**src/rtl/ddr2_input_packer_if.sv**
```systemverilog
// Sample-side and FIFO-side signal bundle for ddr2_input_packer.
// The packer uses the slave view; the acquisition/FIFO side uses the master view.
interface ddr2_input_packer_if;
  logic        enable;
  logic [15:0] word_in;
  logic        word_we;
  logic        flush;
  logic [31:0] fifo_din;
  logic        fifo_we;
  logic        fifo_full;
  logic        busy;
  logic        overflow;
  logic [15:0] drop_count;
  logic [31:0] total_words;

  modport master (
    output enable, word_in, word_we, flush, fifo_full,
    input  fifo_din, fifo_we, busy, overflow, drop_count, total_words
  );

  modport slave (
    input  enable, word_in, word_we, flush, fifo_full,
    output fifo_din, fifo_we, busy, overflow, drop_count, total_words
  );
endinterface

```
**src/rtl/ddr2_input_packer.sv**
```systemverilog
// Packs 16-bit samples into 32-bit FIFO words, pads to burst-group boundaries on flush.
// Define DDR2_INPUT_PACKER_STATS_EN to enable the total_words write counter.
module ddr2_input_packer #(
  parameter int          GROUP_WORDS = 4,
  parameter logic [15:0] PAD_WORD    = 16'h0000
) (
  input logic            clk,
  input logic            reset,
  ddr2_input_packer_if.slave bus
);

  localparam int PW = $clog2(GROUP_WORDS);

  typedef enum logic {S_RUN, S_PAD} state_t;

  state_t        state_q, state_d;
  logic [PW-1:0] phase_q;
  logic [15:0]   half_q;
  logic [31:0]   din_q;
  logic          we_q;
  logic          overflow_q;
  logic [15:0]   drop_q;

  logic          word_valid;
  logic [15:0]   word_val;
  logic [PW-1:0] phase_next;
  logic          pair_done;
  logic          pad_drop;

  // NOTE: every always_comb output gets a default first so no path can infer a latch.
  always_comb begin
    word_valid = 1'b0;
    word_val   = bus.word_in;
    pad_drop   = 1'b0;
    state_d    = state_q;

    if (state_q == S_PAD) begin
      // Padding runs regardless of enable; enable only gates the inputs.
      word_valid = 1'b1;
      word_val   = PAD_WORD;
      pad_drop   = bus.enable & bus.word_we;
    end else begin
      word_valid = bus.enable & bus.word_we;
    end

    phase_next = word_valid ? phase_q + PW'(1) : phase_q;
    pair_done  = word_valid & phase_q[0];

    case (state_q)
      S_RUN: if (bus.enable && bus.flush && phase_next != '0) state_d = S_PAD;
      S_PAD: if (phase_next == '0) state_d = S_RUN;
      default: state_d = S_RUN;
    endcase
  end

  always_ff @(posedge clk) begin
    state_q <= reset ? S_RUN : state_d;
  end

  // NOTE: sequential state uses non-blocking assignments so every register samples pre-edge values.
  always_ff @(posedge clk) begin
    if (reset) begin
      phase_q    <= '0;
      half_q     <= '0;
      din_q      <= '0;
      we_q       <= 1'b0;
      overflow_q <= 1'b0;
      drop_q     <= '0;
    end else begin
      phase_q <= phase_next;
      we_q    <= pair_done & ~bus.fifo_full;

      if (word_valid && !phase_q[0]) half_q <= word_val;

      if (pair_done && !bus.fifo_full) din_q <= {word_val, half_q};

      // A full FIFO drops the pair but the phase still advances to keep group alignment.
      if (pair_done && bus.fifo_full) begin
        overflow_q <= 1'b1;
        if (drop_q != 16'hFFFF) drop_q <= drop_q + 16'd1;
      end

      if (pad_drop) overflow_q <= 1'b1;
    end
  end

  assign bus.fifo_din   = din_q;
  assign bus.fifo_we    = we_q;
  assign bus.busy       = (state_q == S_PAD);
  assign bus.overflow   = overflow_q;
  assign bus.drop_count = drop_q;

`ifdef DDR2_INPUT_PACKER_STATS_EN
  logic [31:0] total_q;

  always_ff @(posedge clk) begin
    if (reset)      total_q <= '0;
    else if (we_q)  total_q <= total_q + 32'd1;
  end

  assign bus.total_words = total_q;
`else
  assign bus.total_words = '0;
`endif

endmodule

```
**src/flat_wrapper.sv**
```systemverilog
// flat-port wrapper written by rule: the top's interface ports become plain ports
module ddr2_input_packer_flat 
#(
  parameter int          GROUP_WORDS = 4,
  parameter logic [15:0] PAD_WORD    = 16'h0000
)
  (clk, reset, bus_enable, bus_word_in, bus_word_we, bus_flush, bus_fifo_full, bus_fifo_din, bus_fifo_we, bus_busy, bus_overflow, bus_drop_count, bus_total_words);
  ddr2_input_packer_if bus_i ();
  input logic clk;
  input logic reset;
  input wire logic [$bits(bus_i.enable)-1:0] bus_enable;
  input wire logic [$bits(bus_i.word_in)-1:0] bus_word_in;
  input wire logic [$bits(bus_i.word_we)-1:0] bus_word_we;
  input wire logic [$bits(bus_i.flush)-1:0] bus_flush;
  input wire logic [$bits(bus_i.fifo_full)-1:0] bus_fifo_full;
  output wire logic [$bits(bus_i.fifo_din)-1:0] bus_fifo_din;
  output wire logic [$bits(bus_i.fifo_we)-1:0] bus_fifo_we;
  output wire logic [$bits(bus_i.busy)-1:0] bus_busy;
  output wire logic [$bits(bus_i.overflow)-1:0] bus_overflow;
  output wire logic [$bits(bus_i.drop_count)-1:0] bus_drop_count;
  output wire logic [$bits(bus_i.total_words)-1:0] bus_total_words;
  assign bus_i.enable = bus_enable;
  assign bus_i.word_in = bus_word_in;
  assign bus_i.word_we = bus_word_we;
  assign bus_i.flush = bus_flush;
  assign bus_i.fifo_full = bus_fifo_full;
  assign bus_fifo_din = bus_i.fifo_din;
  assign bus_fifo_we = bus_i.fifo_we;
  assign bus_busy = bus_i.busy;
  assign bus_overflow = bus_i.overflow;
  assign bus_drop_count = bus_i.drop_count;
  assign bus_total_words = bus_i.total_words;
  ddr2_input_packer #(.GROUP_WORDS(GROUP_WORDS), .PAD_WORD(PAD_WORD)) u_core (.clk(clk), .reset(reset), .bus(bus_i));
endmodule
```
**config.mk**
```make
export PLATFORM = sky130hd
export DESIGN_NAME = ddr2_input_packer_flat
export DESIGN_NICKNAME = d
export VERILOG_FILES = /design/src/rtl/ddr2_input_packer_if.sv /design/src/rtl/ddr2_input_packer.sv /design/src/flat_wrapper.sv
export SDC_FILE = /design/constraint.sdc
export NUM_CORES = 1
export LEC_CHECK = 0
export ABC_AREA = 0
export CAP_MARGIN = 25
export CELL_PAD_IN_SITES_DETAIL_PLACEMENT = 0
export CELL_PAD_IN_SITES_GLOBAL_PLACEMENT = 1
export CORE_MARGIN = 4
export CORE_UTILIZATION = 35
export CTS_BUF_LIST = sky130_fd_sc_hd__clkbuf_16
export CTS_CLUSTER_DIAMETER = 60
export DETAILED_ROUTE_END_ITERATION = 6
export GPL_TIMING_DRIVEN = 0
export PLACE_DENSITY_LB_ADDON = 0.1
export SLEW_MARGIN = 20
export SYNTH_ARGS = -nofsm -noshare
export SYNTH_HDL_FRONTEND = slang
export SYNTH_SLANG_ARGS = --single-unit
```
**constraint.sdc**
```tcl
create_clock -name clk -period 5.95 [get_ports clk]
set_clock_uncertainty 0.05 [all_clocks]
set_input_delay 1.19 -clock clk [delete_from_list [all_inputs] [get_ports clk]]
set_output_delay 1.19 -clock clk [all_outputs]
set_load 0.02 [all_outputs]
```
* Word-level counts from Yosys, hierarchy flattened
Cells that the tools add are included.
Storage, ports and cells: register bits after elaboration 69, latch bits 0, RAM bits 0, bits in read-only memories 0, input bits 22, output and inout bits 83, memories 0
Operators by class: $add $sub $neg 2, multipliers 0, divide/modulo/power cells 0, magnitude comparators 0, equal/unequal tests 1, shifts and indexed selects 0, multiplexer cells 9, bitwise logic cells 5, reductions and logical operators 11
Operator list (number):
- $add A16 B1 Y16 const B | 1
- $mux W16 | 1
- $ne A16 B16 Y1 const B | 1
- $mux W1 | 6
- $logic_and A1 B1 Y1 | 5
- $reduce_bool A2 Y1 | 2
- $and A1 B1 Y1 | 3
- $add A2 B1 Y2 const B | 1
- $logic_not A1 Y1 | 2
- $logic_not A2 Y1 | 1
- $mux W2 | 1
- $not A1 Y1 | 2
- $pmux W1 S2 | 1
- $reduce_and A2 Y1 | 1

* Logic depth before layout (Yosys ltp)
Gate-level depths: netlist of run 1.
depth in word-level cells 7, gate-level depth with buffers 7

* Least setup slack after synthesis of run 1
Ideal clock, no wire load.
kind input-to-reg, start point input port bus_enable, end point register u_core.drop_q[14] (netlist: u_core.bus.drop_count[14]), library setup time 0.070 ns, data arrival time 2.495 ns, required time 5.830 ns, setup slack 3.335 ns, stages 6, path buffers 0, cell sequence a21o_1 > ha_1 > and2_1 > o2111ai_1 > or4_1 > a21oi_1
Between the ends: word-level cells in the longest chain between the ends 5
RTL lines:
- start, declared | RTL line flat_wrapper.sv:11 | input wire logic [$bits(bus_i.enable)-1:0] bus_enable;
- $and A1 B1 Y1 | RTL line ddr2_input_packer.sv:43 | word_valid = bus.enable & bus.word_we;
- $mux W1 | RTL line ddr2_input_packer.sv:37 | if (state_q == S_PAD) begin
- $and A1 B1 Y1 | RTL line ddr2_input_packer.sv:47 | pair_done = word_valid & phase_q[0];
- $logic_and A1 B1 Y1 | RTL line ddr2_input_packer.sv:78 | if (pair_done && bus.fifo_full) begin
- $reduce_and A2 Y1 (no line)
- end signal, assigned | RTL line ddr2_input_packer.sv:80 | if (drop_q != 16'hFFFF) drop_q <= drop_q + 16'd1;
- end, declared | RTL line ddr2_input_packer.sv:22 | logic [15:0] drop_q;
Every way passes these cells. A chain may end at the register's enable or synchronous reset.

* Worst setup path after layout of run 1
start point input port bus_enable, end point register u_core.drop_q[11] (netlist: u_core.bus.drop_count[11])
Same word-level chain as after synthesis.

==> results of run 1 <==
## power by group through the flow
stage               Sequential, mW  Combinational (mW)  Clock (mW)
CTS                          0.486               0.127       0.572
floorplan                    0.498              0.0853           0
detailed placement           0.496               0.127           0
global route                 0.488               0.139       0.591
global placement             0.496               0.126           0
finish                       0.486               0.127       0.560
## routing by layer
layer	share of wire [%]	wire [um]	track usage [%]	vias to the layer above
met4	0.89	70	6.44	0
met3	6.6	519	4.36	7
met5	0	0	0	-
met2	46	3630	24.2	73
li1	-	-	-	1383
met1	47	3670	21.0	1211
## synthesized netlist by cell type, types with 2 or more instances
cell	instances
a21oi_1	45
and3_1	2
buf_2	2
buf_4	32
buf_6	2
clkbuf_1	15
dfxtp_1	69
ha_1	3
inv_1	3
mux2_2	2
mux2i_1	16
nand2_1	70
nand3_1	5
nand4_1	6
nor2_1	24
nor2b_1	19
nor3_1	2
nor4_1	3
o21ai_0	4
o31ai_1	8
or3_1	3
or4_1	7
## layout by cell type, fill, tap and decap left out, types with 15 or more instances in the layout
master / instances
conb_1: 32
nand2_1: 70
buf_4: 32
nor2_1: 24
dfxtp_1: 69
clkbuf_1: 15
nor2b_1: 19
clkdlybuf4s50_1: 71
a21oi_1: 45
mux2i_1: 16
## worst min path at each step
stage                            startpoint                       to  slack, ns  cells after the start
finish              u_core.bus.fifo_din[24]  u_core.bus.fifo_din[24]       0.40                      2
global route        u_core.bus.fifo_din[27]  u_core.bus.fifo_din[27]       0.42                      2
CTS                  u_core.bus.fifo_din[3]   u_core.bus.fifo_din[3]       0.40                      2
detailed placement   u_core.bus.fifo_din[3]   u_core.bus.fifo_din[3]       0.40                      2
global placement           u_core.half_q[4]   u_core.bus.fifo_din[4]       0.39                      2
floorplan                 u_core.half_q[10]  u_core.bus.fifo_din[10]       0.38                      2
## layout make-up
type / instances / share of cell area [%]
Buffer: 53 / 7.93
Clock buffer: 9 / 5.23
Clock inverter: 7 / 2.09
Inverter: 3 / 0.262
Multi-Input combinational cell: 265 / 32.8
Sequential cell: 69 / 32.1
Tap cell: 105 / 3.05
Timing Repair Buffer: 71 / 16.5
## kinds of logic (layout without fill, tap and decap cells)
kind of cell / Yosys count / count (layout)
compound gates: 61 / 61
fa+ha+maj: 3 / 3
mux: 18 / 18
flops: 69 / 69
simple gates: 149 / 149
xor+xnor: 2 / 2
buf+inv: 56 / 143
other cells: 1 / 32
## registers in the layout, summed over array words and instances, names as in the netlist
register / cells
u_core.bus.busy: 1
u_core.bus.fifo_din: 32
u_core.half_q: 16
u_core.bus.fifo_we: 1
u_core.bus.drop_count: 16
u_core.phase_q: 2
u_core.bus.overflow: 1
## critical path: cells and delay by family
family	cells	cell delay [ns]
multiplexers	1	0.37
buffers and inverters	1	0.50
AND/OR/NAND/NOR	3	0.85
AO/OA/AOI/OAI	1	0.16
adder cells (fa/ha/maj)	1	0.22
## stage by stage
| step | hold WS (ns) | std cells |
|---|---|---|
| 2_1_floorplan | 0.379 | 390 |
| 3_3_place_gp | 0.390 | 566 |
| 3_5_place_dp | 0.396 | 566 |
| 4_1_cts | 0.404 | 582 |
| 5_1_grt | 0.422 | 582 |
| 6_report | 0.401 | 582 |
==> qor.yml, run 1 <==
detailed_routing:
  drc: 0
  firstDrtPassIters: 4
  routed_via_density: 4.59
  wl_per_cell_um: 13.5
  wl_um: 7880
  drtIter0Drc: 81
  vias: 2674
  ant_nets: 0
power_and_ir_drop:
  swShare_pct: 23.5
  cellPowerDensity_mw_per_mm2: 273
  power.leakage_nw: 1.61
  clkPwrFrac_pct: 47.8
  ir_drop_mv: 0.120
  p_comb_share_pct: 10.8
  p_seq_share_pct: 41.4
  switchingPower_mw: 0.276
  power_mw: 1.17
  internal_power_mw: 0.898
synth:
  synth.area.mux_share_pct: 6.03
  syn_inst: 359
  yosysTopAreaCellShare_pct: 45.6
  synth_ff_type: "dfxtp_1"
  yosysTopAreaCell: "dfxtp_1"
  synth_edf_count: 0
  synth-simple-area-share_pct: 23.7
  synthTopCellsByArea: "dfxtp_1 (46%), nand2_1 (8.7%), buf_4 (7.9%), a21oi_1 (7.4%), mux2i_1 (5.3%)"
  synth-seq-area-share_pct: 45.6
  synth_area_per_cell_um2: 8.44
  synth-xor-area-share_pct: 0.578
  synth_compound_area_share_pct: 11.1
  async_reset_ff_share_pct: 0
  synth_top_family_by_area: "simple AND/OR/NAND/NOR gates"
  ys_warn_count: 0
  synth_cell_type_count: 39
  ys_ff_latch: 69
  syn_area_mm2: 0.00303
  synth-adder-area-share_pct: 1.24
placed_design:
  gp_congestion: 0.784
  hpwlAfterDp_um: 5700
  pre_cts_ws_ns: 2.52
  io_buffers: 71
  postPlaceCellArea_mm2: 0.00399
cts:
  postCtsHoldBufs: 0
  cts_max_level: 3
  post-cts-setup-buffers: 0
  cts_tree: "built"
  cts_buffers: 9
  path_clk_slew_ns: 0.06
  clock-root-buffer: "clkbuf_16"
  cts_resized: 0
  clock_latency_ns: 0.32
  clk_path_buf_depth: 2
  clock_sinks: 69
worst_setup_path:
  arrival_ns: 3.30
  startpoint: "bus_enable"
  end_kind: "flip-flop"
  critPathRequiredTime_ns: 6.11
  r2r_slack_ns: 3.57
  path_cells: "clkdlybuf4s50_1, a21o_1, ha_1, and2_1, nand4_1, nor4_1, mux2_2"
  critPathMaxFanout: 7
  r2r-start: "u_core.bus.busy"
  startpoint_type: "input pin"
  crit_type: "input pin to flip-flop"
  slowest_stage: "clkdlybuf4s50_1"
  critical_path.endpoint: "u_core.bus.drop_count[11]"
  rr_endpoint: "u_core.bus.drop_count[11]"
  ff2ff_path_depth: 6
  cpPeakStageDelay_ns: 0.50
grt:
  grt_pass1_wl_um: 12600
  grt_pass1_vias: 2467
  grt_max_degree: 13
  antenna_found_initial: 0
  track_usage_pct: 15.8
  grt.overflow.total: 0
worst_hold_path:
  hold_class: "flip-flop to flip-flop"
floorplan:
  start_util_pct: 36.3
  coreArea_mm2: 0.00834
  dieArea_mm2: 0.0102
  fp.dieW_um: 101
  rows: 33
  die_h_um: 101
  pin_count: 105
final_layout:
  fillCellCount: 824
  area_delta_synth_final_pct: 42.0
  ff_latch_area_mm2: 0.00138
  multi_input_area_mm2: 0.00141
  fin_util_pct: 51.6
  design_area_mm2: 0.00431
  finalNetCount: 497
  n_antenna_cell: 0
  drive_gt1_share_pct: 12.2
sta:
  relSlewSlack_pct: 52.0
  setup_slack_ns: 2.81
  setup_viol_count_final: 0
  rsz0062_at_grt: "false"
  timing.fmax_mhz: 319
  min_period_ns: 3.14
  worst_pin_slew_ns: 0.715
  slew_viol_final: 0
  setup_tns_ns: 0
  period_share_pct: 52.7
  hold_viol: 0
outcome:
  status: "finished clean"
run:
  drv_cap: 0
(Power assumes the default switching activity.)
==> run 2, diff against run 1 <==
--- a/config.mk
+++ b/config.mk
@@ -10,7 +10,7 @@
 export CELL_PAD_IN_SITES_DETAIL_PLACEMENT = 0
 export CELL_PAD_IN_SITES_GLOBAL_PLACEMENT = 1
 export CORE_MARGIN = 4
-export CORE_UTILIZATION = 35
+export CORE_UTILIZATION = 29
 export CTS_BUF_LIST = sky130_fd_sc_hd__clkbuf_16
 export CTS_CLUSTER_DIAMETER = 60
 export DETAILED_ROUTE_END_ITERATION = 6
==> constraint.sdc (replaced) <==
create_clock -name clk -period 2.7 [get_ports clk]
set_clock_uncertainty 0.05 [all_clocks]
set_input_delay 0.54 -clock clk [delete_from_list [all_inputs] [get_ports clk]]
set_output_delay 0.54 -clock clk [all_outputs]
set_load 0.02 [all_outputs]
==> run 2 against run 1 <==
Net effect:
- worst setup slack got worse by 2.5 ns
- critical path type unchanged
- core utilization decreased by 8.7 points
- count of clock-buffer cells in the layout did not move
==> qor.yml, run 2 (same netlist as run 1, synthesis figures left out) <==
outcome:
  status: "finished clean"  # unchanged
worst_setup_path:
  crit_type: "input pin to flip-flop"  # unchanged
  critPathMaxFanout: 5  # was 7
  critPathRequiredTime_ns: 2.91  # was 6.11 ns
  arrival_ns: 2.63  # was 3.30 ns
  end_kind: "flip-flop"  # unchanged
  r2r_slack_ns: 0.38  # was 3.57 ns
  startpoint_type: "input pin"  # unchanged
placed_design:
  io_buffers: 71  # unchanged
  hpwlAfterDp_um: 6050  # was 5700 um
  pre_cts_ws_ns: -0.0624  # was 2.52 ns
  gp_congestion: 0.760  # was 0.784
sta:
  relSlewSlack_pct: 54.4  # was 52.0%
  timing.fmax_mhz: 412
  period_share_pct: 89.8
  min_period_ns: 2.42
  setup_slack_ns: 0.275  # was 2.81 ns
  setup_viol_count_final: 0  # unchanged
  worst_pin_slew_ns: 0.679  # was 0.715 ns
  hold_viol: 0  # unchanged
  slew_viol_final: 0  # unchanged
  rsz0062_at_grt: "false"  # unchanged
  whs_ns: 0.403  # was 0.401 ns
floorplan:
  die_h_um: 110  # was 101 um
  start_util_pct: 29.6  # was 36.3%
  fp.dieW_um: 110  # was 101 um
  dieArea_mm2: 0.0122  # was 0.0102 mm2
  pin_count: 105  # unchanged
  coreArea_mm2: 0.0102  # was 0.00834 mm2
  rows: 37  # was 33
cts:
  cts_max_level: 3  # unchanged
  postCtsHoldBufs: 0  # unchanged
  post-cts-setup-buffers: 0  # unchanged
  cts_tree: "built"  # unchanged
  path_clk_slew_ns: 0.06  # about the same
  clk_path_buf_depth: 2  # unchanged
  cts_resized: 0  # unchanged
  clock_sinks: 69  # unchanged
  clock_latency_ns: 0.32  # about the same
  cts_buffers: 9  # unchanged
  clock-root-buffer: "clkbuf_16"  # unchanged
grt:
  grt.overflow.total: 0  # unchanged
  grt_pass1_vias: 2527  # was 2467
  track_usage_pct: 14.0  # was 15.8%
  grt_pass1_wl_um: 13000  # was 12600 um
  antenna_found_initial: 0  # unchanged
  grt_max_degree: 13  # unchanged
final_layout:
  final_cell_mix: "clkdlybuf4s50_1 (71), nand2_1 (70), dfxtp_1 (69)"  # unchanged
  n_antenna_cell: 0  # unchanged
  largest_reg_flops: 32  # unchanged
  drive_gt1_share_pct: 12.2  # about the same
  layout_commonest_cell: "clkdlybuf4s50_1"  # unchanged
  finalNetCount: 497  # unchanged
  area_delta_synth_final_pct: 44.8  # was 42.0%
  fin_util_pct: 42.9  # was 51.6%
power_and_ir_drop:
  switchingPower_mw: 0.630  # was 0.276 mW
  internal_power_mw: 2.17  # was 0.898 mW
  p_comb_share_pct: 10.1  # was 10.8%
  ir_drop_mv: 0.243  # was 0.120 mV
  power.leakage_nw: 1.63  # was 1.61 nW
  p_seq_share_pct: 38.3  # was 41.4%
  clkPwrFrac_pct: 51.7  # was 47.8%
  cellPowerDensity_mw_per_mm2: 637  # was 273 mW/mm2
  swShare_pct: 22.5  # was 23.5%
detailed_routing:
  ant_nets: 0  # unchanged
  drtIter0Drc: 92  # was 81
  drc: 0  # unchanged
  vias: 2675  # was 2674
  routed_via_density: 4.37  # was 4.59
  firstDrtPassIters: 4  # unchanged
  wl_um: 8300  # was 7880 um
  wl_per_cell_um: 13.6  # was 13.5 um
run:
  drv_cap: 0  # unchanged
worst_hold_path:
  hold_class: "flip-flop to flip-flop"  # unchanged
==> run 2: cell count changes in the layout (fill, tap and decap cells not counted) <==
cell       delta
bufinv_16     +2
clkinv_1      -1
clkinv_2      -2
==> run 2: per-layer routing <==
layer / part of all wire [%] / track usage, % / routed length, um / vias to the layer above
met5: 0 / 0 / 0 / -
met4: 1.0 / 4.49 / 85 / 0
met3: 6.3 / 3.49 / 522 / 7
met2: 45 / 21.4 / 3740 / 68
met1: 48 / 19.4 / 3950 / 1214
li1: - / - / - / 1386
==> run 2: layout make-up <==
| class | count | area (um2) |
|---|---|---|
| plain buffers | 53 | 342 |
| clock buffers | 9 | 225 |
| flip-flops and latches | 69 | 1380 |
| inverters | 3 | 11.3 |
| fillers | 1038 | 5840 |
| repair buffers | 71 | 711 |
| clock inverters | 6 | 136 |
| multi-input cells | 265 | 1410 |
| well taps | 136 | 170 |
==> run 2: power by group through the flow <==
stage | Clock [mW] | Sequential (mW) | Combinational, mW
after floorplan | 0 | 1.10 | 0.188
after global placement | 0 | 1.09 | 0.282
after detailed placement | 0 | 1.09 | 0.283
after CTS | 1.47 | 1.07 | 0.284
after global routing | 1.52 | 1.07 | 0.311
final | 1.45 | 1.07 | 0.281
==> run 2: stage by stage <==
stage                     total power, mW  area, um2  setup TNS (ns)  std cells
after floorplan                      1.29       3150               0        390
after global placement               1.38       4030          -0.159        597
after CTS                            2.82       4390               0        612
after global routing                 2.90       4390               0        612
final                                2.80       4390               0        612
after detailed placement             1.38       4030          -0.155        597
==> run 2: final timing paths <==
path / from / to / cells past startpoint
min: u_core.half_q[11] / u_core.bus.fifo_din[11] / 2
max reg2reg: u_core.bus.busy / u_core.bus.drop_count[14] / 6
min reg2reg: u_core.half_q[11] / u_core.bus.fifo_din[11] / 2
max: bus_enable / u_core.bus.drop_count[14] / 7
==> run 2: critical path: stages <==
cell and delay, ns:
clkdlybuf4s50_1 0.50, a21o_1 0.17, ha_1 0.21, and2_1 0.24, o2111ai_1 0.29, or4_1 0.53, a21oi_1 0.14
==> run 3, diff against run 2 <==
==> constraint.sdc (replaced) <==
create_clock -name clk -period 2.21 [get_ports clk]
set_clock_uncertainty 0.05 [all_clocks]
set_input_delay 0.442 -clock clk [delete_from_list [all_inputs] [get_ports clk]]
set_output_delay 0.442 -clock clk [all_outputs]
set_load 0.02 [all_outputs]
==> run 3 against run 2 <==
Net effect:
- die area unchanged
- global-route usage increased by 0.073 points
- power increased by 22%
- non-clock buffer count grew 3
- core utilization grew 0.72 points
- wire length is 0.94% higher
- register-to-register slack worse by 0.34 ns
- largest power group unchanged
- critical path depth up 1
- cell area increased by 1.7%
- count of clock-buffer cells in the layout stayed put
- clock power up 21%
- sequential power rose by 22%
==> qor.yml, run 3 (same netlist as run 1, synthesis figures left out) <==
sta:
  hold_viol: 0  # unchanged
  worst_pin_slew_ns: 0.705  # was 0.679 ns
  setup_slack_ns: 0.0256  # was 0.275 ns
  timing.fmax_mhz: 458
  setup_viol_count_final: 0  # unchanged
  relSlewSlack_pct: 52.6  # was 54.4%
  slew_viol_final: 0  # unchanged
  rsz0062_at_grt: "true"  # was false
  min_period_ns: 2.18
  period_share_pct: 98.8
power_and_ir_drop:
  ir_drop_mv: 0.296  # was 0.243 mV
  p_seq_share_pct: 38.3  # about the same
  p_comb_share_pct: 10.3  # was 10.1%
  internal_power_mw: 2.65  # was 2.17 mW
  cellPowerDensity_mw_per_mm2: 766  # was 637 mW/mm2
  clkPwrFrac_pct: 51.5  # was 51.7%
  switchingPower_mw: 0.768  # was 0.630 mW
  swShare_pct: 22.4  # was 22.5%
  power.leakage_nw: 1.67  # was 1.63 nW
final_layout:
  largest_reg_flops: 32  # unchanged
  area_delta_synth_final_pct: 47.3  # was 44.8%
  fin_util_pct: 43.6  # was 42.9%
  final_cell_count_no_fill: 615  # was 612
  n_antenna_cell: 0  # unchanged
  drive_gt1_share_pct: 15.7  # was 12.2%
  finalNetCount: 500  # was 497
  final_cell_mix: "nand2_1 (70), clkdlybuf4s50_1 (70), dfxtp_1 (68)"  # was clkdlybuf4s50_1 (71), nand2_1 (70), dfxtp_1 (69)
grt:
  antenna_found_initial: 1  # was 0
  grt_pass1_vias: 2534  # was 2527
  track_usage_pct: 14.1  # was 14.0%
  grt_pass1_wl_um: 13100  # was 13000 um
  grt.overflow.total: 0  # unchanged
  grt_max_degree: 13  # unchanged
floorplan:
  pin_count: 105  # unchanged
  die_h_um: 110  # unchanged
  rows: 37  # unchanged
  coreArea_mm2: 0.0102  # unchanged
  dieArea_mm2: 0.0122  # unchanged
  start_util_pct: 29.6  # unchanged
  fp.dieW_um: 110  # unchanged
worst_setup_path:
  critPathMaxFanout: 4  # was 5
  critPathRequiredTime_ns: 2.38  # was 2.91 ns
  crit_type: "input pin to flip-flop"  # unchanged
  startpoint_type: "input pin"  # unchanged
  arrival_ns: 2.35  # was 2.63 ns
  end_kind: "flip-flop"  # unchanged
cts:
  path_clk_slew_ns: 0.06  # about the same
  postCtsHoldBufs: 0  # unchanged
  cts_buffers: 9  # unchanged
  clk_path_buf_depth: 2  # unchanged
  clock-root-buffer: "clkbuf_16"  # unchanged
  clock_sinks: 69  # unchanged
  clock_latency_ns: 0.33  # was 0.32 ns
  cts_max_level: 3  # unchanged
  cts_tree: "built"  # unchanged
detailed_routing:
  vias: 2705  # was 2675
  wl_per_cell_um: 13.6  # about the same
  ant_nets: 0  # unchanged
  drtIter0Drc: 81  # was 92
  routed_via_density: 4.40  # was 4.37
  firstDrtPassIters: 4  # unchanged
  wl_um: 8370  # was 8300 um
  drc: 0  # unchanged
worst_hold_path:
  hold_class: "flip-flop to flip-flop"  # unchanged
placed_design:
  gp_congestion: 0.760  # unchanged
  hpwlAfterDp_um: 6050  # unchanged
  io_buffers: 71  # unchanged
  dpl.cell_count: 597  # unchanged
  pre_cts_ws_ns: -0.454  # was -0.0624 ns
run:
  drv_cap: 0  # unchanged
outcome:
  status: "finished clean"  # unchanged
-- run 3: layout make-up --
cell class / count / area, um2
plain buffers: 52 / 345
multi-input cells: 265 / 1450
inverters: 3 / 11.3
well taps: 136 / 170
fillers: 1040 / 5770
flip-flops and latches: 69 / 1380
repair buffers: 75 / 743
clock inverters: 6 / 136
clock buffers: 9 / 225
-- run 3: what timing repair did --
action	in CTS	in global routing
resized for setup	8	11
endpoints found under the setup margin	36	52
setup buffers	1	3
pin swaps	2	3
-- run 3: metrics by stage --
stage | hold slack, ns | cell area, um2 | setup TNS [ns] | power (mW)
after floorplan | 0.379 | 3150 | 0 | 1.57
after global placement | 0.391 | 4030 | -16.82 | 1.68
after detailed placement | 0.396 | 4030 | -17.46 | 1.68
after CTS | 0.404 | 4420 | 0 | 3.45
after global routing | 0.419 | 4460 | -0.548 | 3.56
final | 0.401 | 4460 | 0 | 3.42
-- run 3: path summary, 6_finish.rpt --
kind	startpoint	cells after the start	to	slack, ns
max	bus_word_we	8	u_core.bus.drop_count[11]	0.03
min	u_core.half_q[11]	2	u_core.bus.fifo_din[11]	0.40
min reg2reg	u_core.half_q[11]	2	u_core.bus.fifo_din[11]	0.40
max reg2reg	u_core.bus.drop_count[0]	6	u_core.bus.drop_count[15]	0.04
-- run 3: power groups by stage --
stage | combinational, mW | sequential (mW) | clock (mW)
after CTS | 0.349 | 1.31 | 1.79
after global routing | 0.387 | 1.31 | 1.85
final | 0.352 | 1.31 | 1.76
after global placement | 0.344 | 1.34 | 0
after detailed placement | 0.345 | 1.34 | 0
after floorplan | 0.230 | 1.34 | 0
-- run 3: metal layers --
| layer | up-vias | share of wire (%) | wire (um) | GRT usage [%] |
|---|---|---|---|---|
| li1 | 1390 | - | - | - |
| met5 | - | 0.084 | 7 | 0 |
| met3 | 11 | 6.5 | 547 | 3.49 |
| met1 | 1227 | 47 | 3950 | 19.6 |
| met2 | 75 | 45 | 3770 | 21.5 |
| met4 | 2 | 1.1 | 96 | 4.49 |
-- run 3: worst max-delay path, cell delays in order --
cell             delay (ns)
clkdlybuf4s50_1        0.48
a21o_1                 0.20
ha_4                   0.17
and2_4                 0.17
nand4_1                0.18
buf_4                  0.20
nor4_2                 0.15
mux2_2                 0.36
==> edit 1 (flow settings as in run 1) <==
The option `DDR2_INPUT_PACKER_STATS_EN` is turned on by a define.
--- a/src/rtl/ddr2_input_packer.sv
+++ b/src/rtl/ddr2_input_packer.sv
@@ -1,5 +1,7 @@
 // Packs 16-bit samples into 32-bit FIFO words, pads to burst-group boundaries on flush.
 // Define DDR2_INPUT_PACKER_STATS_EN to enable the total_words write counter.
+`define DDR2_INPUT_PACKER_STATS_EN
+
 module ddr2_input_packer #(
   parameter int          GROUP_WORDS = 4,
   parameter logic [15:0] PAD_WORD    = 16'h0000
Formal check against the unedited RTL: not equivalent (a bounded check fails within 4 cycles, from zero or initial values and one cycle with reset high).
==> edit 1 against run 1 <==
Setup slack got worse by 0.21 ns; power increased by 14%; routed wire length up 52%; sequential cell count increased by 32; core utilization shrank 3.6 points; via count increased by 48%; final area up 34%; count of clock-buffer cells in the layout did not move; combinational power down 21%; area after synthesis is 41% higher.
==> edit 1: results (changes against run 1) <==
Cells and area
The share of layout cells above drive strength 1 is 0.0449 (-0.0766). The layout net count is 645 (+30%). The fill cell instance count of the final layout is 1,210 (+47%).

The area added between synthesis and finish is 34.6%.

Clock tree
The clock insertion delay at the later pin of the skew report is 0.35 ns (+0.03 ns). The count of hold buffers inserted by post-cts repair is 0 (unchanged). The count of H-tree levels built during CTS was 3 (unchanged). The maximum count of clock buffers along a single path is 2 (unchanged). The number of gates resized after cts is 0 (unchanged). The cell sitting at the root of the clock tree is a sky130_fd_sc_hd__clkbuf_16.

Power and ir drop
The worst-case vdd ir drop was 131 uV (+9.4%). The leakage dissipation is 1.88 nW (+17%).

Placed design
The placed standard-cell area is 0.00550 mm2 (+38%). The worst slack at placement is 2.24 ns (-0.283 ns). The final weighted congestion in routability-driven placement came to 0.817 (+4.3%). The detailed-placement wirelength estimate is 8710 um (+53%).

The number of buffer cells added on primary ports is 103 (+45%).

Route
The final routed wirelength across all metal layers came to 11,900 um (+52%). The first-iteration detailed-routing DRC count is 285 (+250%). The via density per instance is 5.15 (+12%).

Status
The flow ran to the end, and the final reports show no timing, DRC or antenna violations.

Global routing
The global-route usage over all layers is 0.173 (+0.0142). The initial antenna violation count is 0 (unchanged). The number of global-route vias before repair came to 3,838 (+56%). The pin count of the biggest net entering global routing came to 17 (+4). The wire length of the first global-routing pass came to 19,600 um (+55%).

Timing
The pin slew with the least headroom to its limit is 0.755 ns (+0.0402 ns).

Critical path
The arrival time at the worst endpoint is 3.51 ns (+0.21 ns). The worst-path maximum fanout is 9 (+2). The minimum setup slack among reg-to-reg paths is 3.32 ns (-0.25 ns). The startpoint identified for the worst register-to-register timing path is u_core.bus.busy. The cell count of the worst reg-to-reg path came to 6 (unchanged).

The endpoint of the worst-slack reg-to-reg timing path is u_core.bus.drop_count[14].

Worst hold path
The cell count of the worst hold path is 2 (unchanged). The startpoint of the most critical hold path is u_core.bus.fifo_din[7]. The terminating pin of the worst hold path is u_core.bus.fifo_din[7].

Synth
The share of synthesized area occupied by flip-flops and latches is 0.472 (+0.0163). By area the synthesized netlist is led by sky130_fd_sc_hd__dfxtp_1 47%, sky130_fd_sc_hd__nand2_1 6.9%, sky130_fd_sc_hd__a21oi_1 6.5%, sky130_fd_sc_hd__mux2i_1 4.2%, sky130_fd_sc_hd__nor2_1 4.1%. In the synthesized netlist, the cells that appear most often are 101 x sky130_fd_sc_hd__dfxtp_1, 79 x sky130_fd_sc_hd__nand2_1, 56 x sky130_fd_sc_hd__a21oi_1. Synthesis produced a netlist with a net count of 531.

The number of unique standard cell types used by synthesis came to 35 (-10%). The async set-or-reset flop fraction in the synthesized netlist is 0 (unchanged). The most used flip-flop cell after synthesis is sky130_fd_sc_hd__dfxtp_1.
==> edit 1: area by class of cell <==
type	count	area share
Multi-Input combinational cell	362	0.363
Sequential cell	101	0.351
Timing Repair Buffer	103	0.179
Clock buffer	9	0.0391
Tap cell	147	0.0319
Buffer	32	0.0228
Clock inverter	6	0.00716
Inverter	10	0.00651
==> edit 1: worst max-delay path by stage <==
stage | startpoint | end | slack (ns) | cells past startpoint
after detailed placement | bus_enable | u_core.bus.drop_count[14] | 2.24 | 7
after global placement | bus_enable | u_core.bus.drop_count[14] | 2.26 | 7
final | bus_enable | u_core.bus.drop_count[14] | 2.60 | 7
after global routing | bus_enable | u_core.bus.drop_count[14] | 2.35 | 7
after floorplan | bus_enable | u_core.bus.drop_count[14] | 3.15 | 6
after CTS | bus_enable | u_core.bus.drop_count[14] | 2.61 | 7
==> edit 1: worst max-delay path, cell delays in order <==
cell                              delay [ns]
sky130_fd_sc_hd__clkdlybuf4s50_1        0.50
sky130_fd_sc_hd__a21o_1                 0.17
sky130_fd_sc_hd__ha_1                   0.23
sky130_fd_sc_hd__nand4_1                0.35
sky130_fd_sc_hd__nor4_1                 0.66
sky130_fd_sc_hd__nor4bb_1               0.35
sky130_fd_sc_hd__nor3_1                 0.07
==> edit 1: metrics by stage <==
stage	cells	hold slack [ns]	power, W
3_3_place_gp	755	0.388	0.000816
2_1_floorplan	505	0.381	0.000773
4_1_cts	770	0.410	0.00136
6_report	770	0.406	0.00134
3_5_place_dp	755	0.397	0.000817
5_1_grt	770	0.427	0.00140
==> edit 1: logic make-up (layout without fill, tap and decap cells) <==
logic type,Yosys count,count (layout),share of synthesized area
simple gates,234,234,0.274
flops,101,101,0.472
compound gates,84,84,0.112
buf+inv,42,160,0.0394
mux,26,26,0.0631
xor+xnor,14,14,0.0286
fa+ha+maj,4,4,0.0117
==> edit 1: where the power goes <==
| part | leakage (nW) | switching (W) | internal, W |
|---|---|---|---|
| combinational | 0.935 | 0.0000559 | 0.0000439 |
| clock | 0.131 | 0.000257 | 0.000281 |
| sequential | 0.816 | 0.0000104 | 0.000690 |
==> edit 1: layer usage <==
| layer | wire length, um | GRT usage |
|---|---|---|
| met1 | 5460 | 0.218 |
| met2 | 5710 | 0.282 |
| met5 | 0 | 0 |
| met3 | 663 | 0.0589 |
| met4 | 116 | 0.0463 |
==> edit 2 (settings of run 1) <==
Made on the original files. `GROUP_WORDS` is set to 4 in 2 places; all go to 8.
--- a/src/rtl/ddr2_input_packer.sv
+++ b/src/rtl/ddr2_input_packer.sv
@@ -1,7 +1,7 @@
 // Packs 16-bit samples into 32-bit FIFO words, pads to burst-group boundaries on flush.
 // Define DDR2_INPUT_PACKER_STATS_EN to enable the total_words write counter.
 module ddr2_input_packer #(
-  parameter int          GROUP_WORDS = 4,
+  parameter int          GROUP_WORDS = 8,
   parameter logic [15:0] PAD_WORD    = 16'h0000
 ) (
   input logic            clk,
--- a/src/flat_wrapper.sv
+++ b/src/flat_wrapper.sv
@@ -1,7 +1,7 @@
 // flat-port wrapper written by rule: the top's interface ports become plain ports
 module ddr2_input_packer_flat 
 #(
-  parameter int          GROUP_WORDS = 4,
+  parameter int          GROUP_WORDS = 8,
   parameter logic [15:0] PAD_WORD    = 16'h0000
 )
   (clk, reset, bus_enable, bus_word_in, bus_word_we, bus_flush, bus_fifo_full, bus_fifo_din, bus_fifo_we, bus_busy, bus_overflow, bus_drop_count, bus_total_words);
Check against the original RTL: not equivalent (a bounded check fails within 10 cycles, from zero or initial values and one cycle with reset high).
==> edit 2 against run 1 <==
Final area increased by 0.90%; power down 2.4%; synthesized cell count grew 1.1%; setup slack gained 0.014 ns; sequential power rose by 2%; area after synthesis up 2.2%; sequential share of layout area rose by 0.17 points; sequential cell count rose by 1; routed wire length rose by 1.6%; largest power group unchanged.
==> edit 2: results (changes against run 1) <==
Synth
After synthesis, the most frequently instantiated cells are 70 x sky130_fd_sc_hd__dfxtp_1, 69 x sky130_fd_sc_hd__nand2_1, 46 x sky130_fd_sc_hd__a21oi_1. The number of unique standard cell types used by synthesis came to 37 (-5.1%). Sorting the synthesized cells by area gives the leading types as sky130_fd_sc_hd__dfxtp_1 45%, sky130_fd_sc_hd__nand2_1 8.4%, sky130_fd_sc_hd__buf_4 7.8%, sky130_fd_sc_hd__a21oi_1 7.4%, sky130_fd_sc_hd__mux2i_1 5.8%. The fraction of post-synthesis cell area in the top cell type by area is 0.452 (-0.00347). The share of synthesized area occupied by flip-flops and latches was 0.452 (-0.00347).

The share of the synthesized netlist area taken by xor and xnor gates is 0.00848 (+0.00270). The number of instances in the synthesized netlist came to 363 (+1.1%). The post-synthesis mux area share is 0.0618 (+0.00151).

Cells and area
The share of layout cells above drive strength 1 came to 0.110 (-0.0114). The layout net count is 502 (+1.0%). The fill cell instance count of the final layout came to 875 (+6.2%).

Global routing
The global-route usage over all layers came to 0.156 (-0.00288). The wire length of the first global-routing pass came to 12,600 um (+0.11%). The pin count of the biggest net entering global routing is 12 (-1).

Status
The run finished with clean final reports.

Placed design
The detailed-placement wirelength estimate was 5810 um (+1.9%). The number of placed instances, taps included is 573 (+1.2%). The placed standard-cell area is 0.00406 mm2 (+1.8%).

Route
The via density per instance was 4.62 (+0.51%). The first-iteration detailed-routing DRC count is 124 (+53%). The final routed wirelength across all metal layers was 8000 um (+1.6%). The total number of vias came to 2,720 (+1.7%).

Critical path
The family with the most delay on the worst path is buffers and inverters. The arrival time at the worst endpoint came to 3.32 ns (+0.02 ns). The worst-path maximum fanout came to 10 (+3).

Power and ir drop
The worst-case vdd ir drop is 130 uV (+8.2%).
-- edit 2: cell type report --
type | count | area, um2 | share of cell area
Buffer | 52 | 318 | 0.0732
Clock buffer | 9 | 225 | 0.0518
Clock inverter | 7 | 57.6 | 0.0132
Inverter | 3 | 11.3 | 0.00259
Multi-Input combinational cell | 269 | 1490 | 0.342
Sequential cell | 70 | 1400 | 0.323
Tap cell | 108 | 135 | 0.0311
Timing Repair Buffer | 71 | 711 | 0.164
-- edit 2: kinds of logic (layout without fill, tap and decap cells) --
| group | count (synthesis) | in the layout |
|---|---|---|
| and+or+nand+nor | 147 | 147 |
| muxes | 19 | 19 |
| buffers and inverters | 55 | 142 |
| DFF | 70 | 70 |
| xor gates and xnor gates | 3 | 3 |
| AOI/OAI and AO/OA | 64 | 64 |
| other | 1 | 32 |
| adders and majority gates | 4 | 4 |
-- edit 2: worst paths after layout --
path	start	cells after the start	slack, ns	to
worst max-delay path	bus_word_we	8	2.83	u_core.bus.fifo_din[30]
worst min-delay path	u_core.half_q[3]	2	0.40	u_core.bus.fifo_din[3]
worst max register to register	u_core.bus.busy	7	3.62	u_core.bus.fifo_din[30]
worst min register to register	u_core.half_q[3]	2	0.40	u_core.bus.fifo_din[3]
-- edit 2: power by group through the flow --
stage                     registers, W  clock network, W  logic [W]
after floorplan               0.000508                 0  0.0000927
after global placement        0.000506                 0   0.000138
after detailed placement      0.000506                 0   0.000139
after CTS                     0.000496          0.000523   0.000140
after global routing          0.000497          0.000541   0.000152
final                         0.000496          0.000511   0.000138
-- edit 2: metal layers --
layer	track usage	vias up	routed length, um
met5	0	-	0
met4	0.0454	0	74
met3	0.0416	6	463
met2	0.254	70	3860
met1	0.202	1259	3600
li1	-	1385	-
-- edit 2: worst min-delay path: cells and delay by family, from the launching register on --
family / cells / cell delay [ns]
AO/OA/AOI/OAI: 1 / 0.05
AND/OR/NAND/NOR: 1 / 0.05
flip-flops: 1 / 0.31
-- edit 2: through the flow --
step | utilization | worst slack (ns) | power, W
after floorplan | - | 3.25 | 0.000601
after global placement | 0.468 | 2.50 | 0.000644
after detailed placement | 0.468 | 2.49 | 0.000644
after CTS | 0.501 | 2.82 | 0.00116
after global routing | 0.501 | 2.65 | 0.00119
final | 0.501 | 2.83 | 0.00114
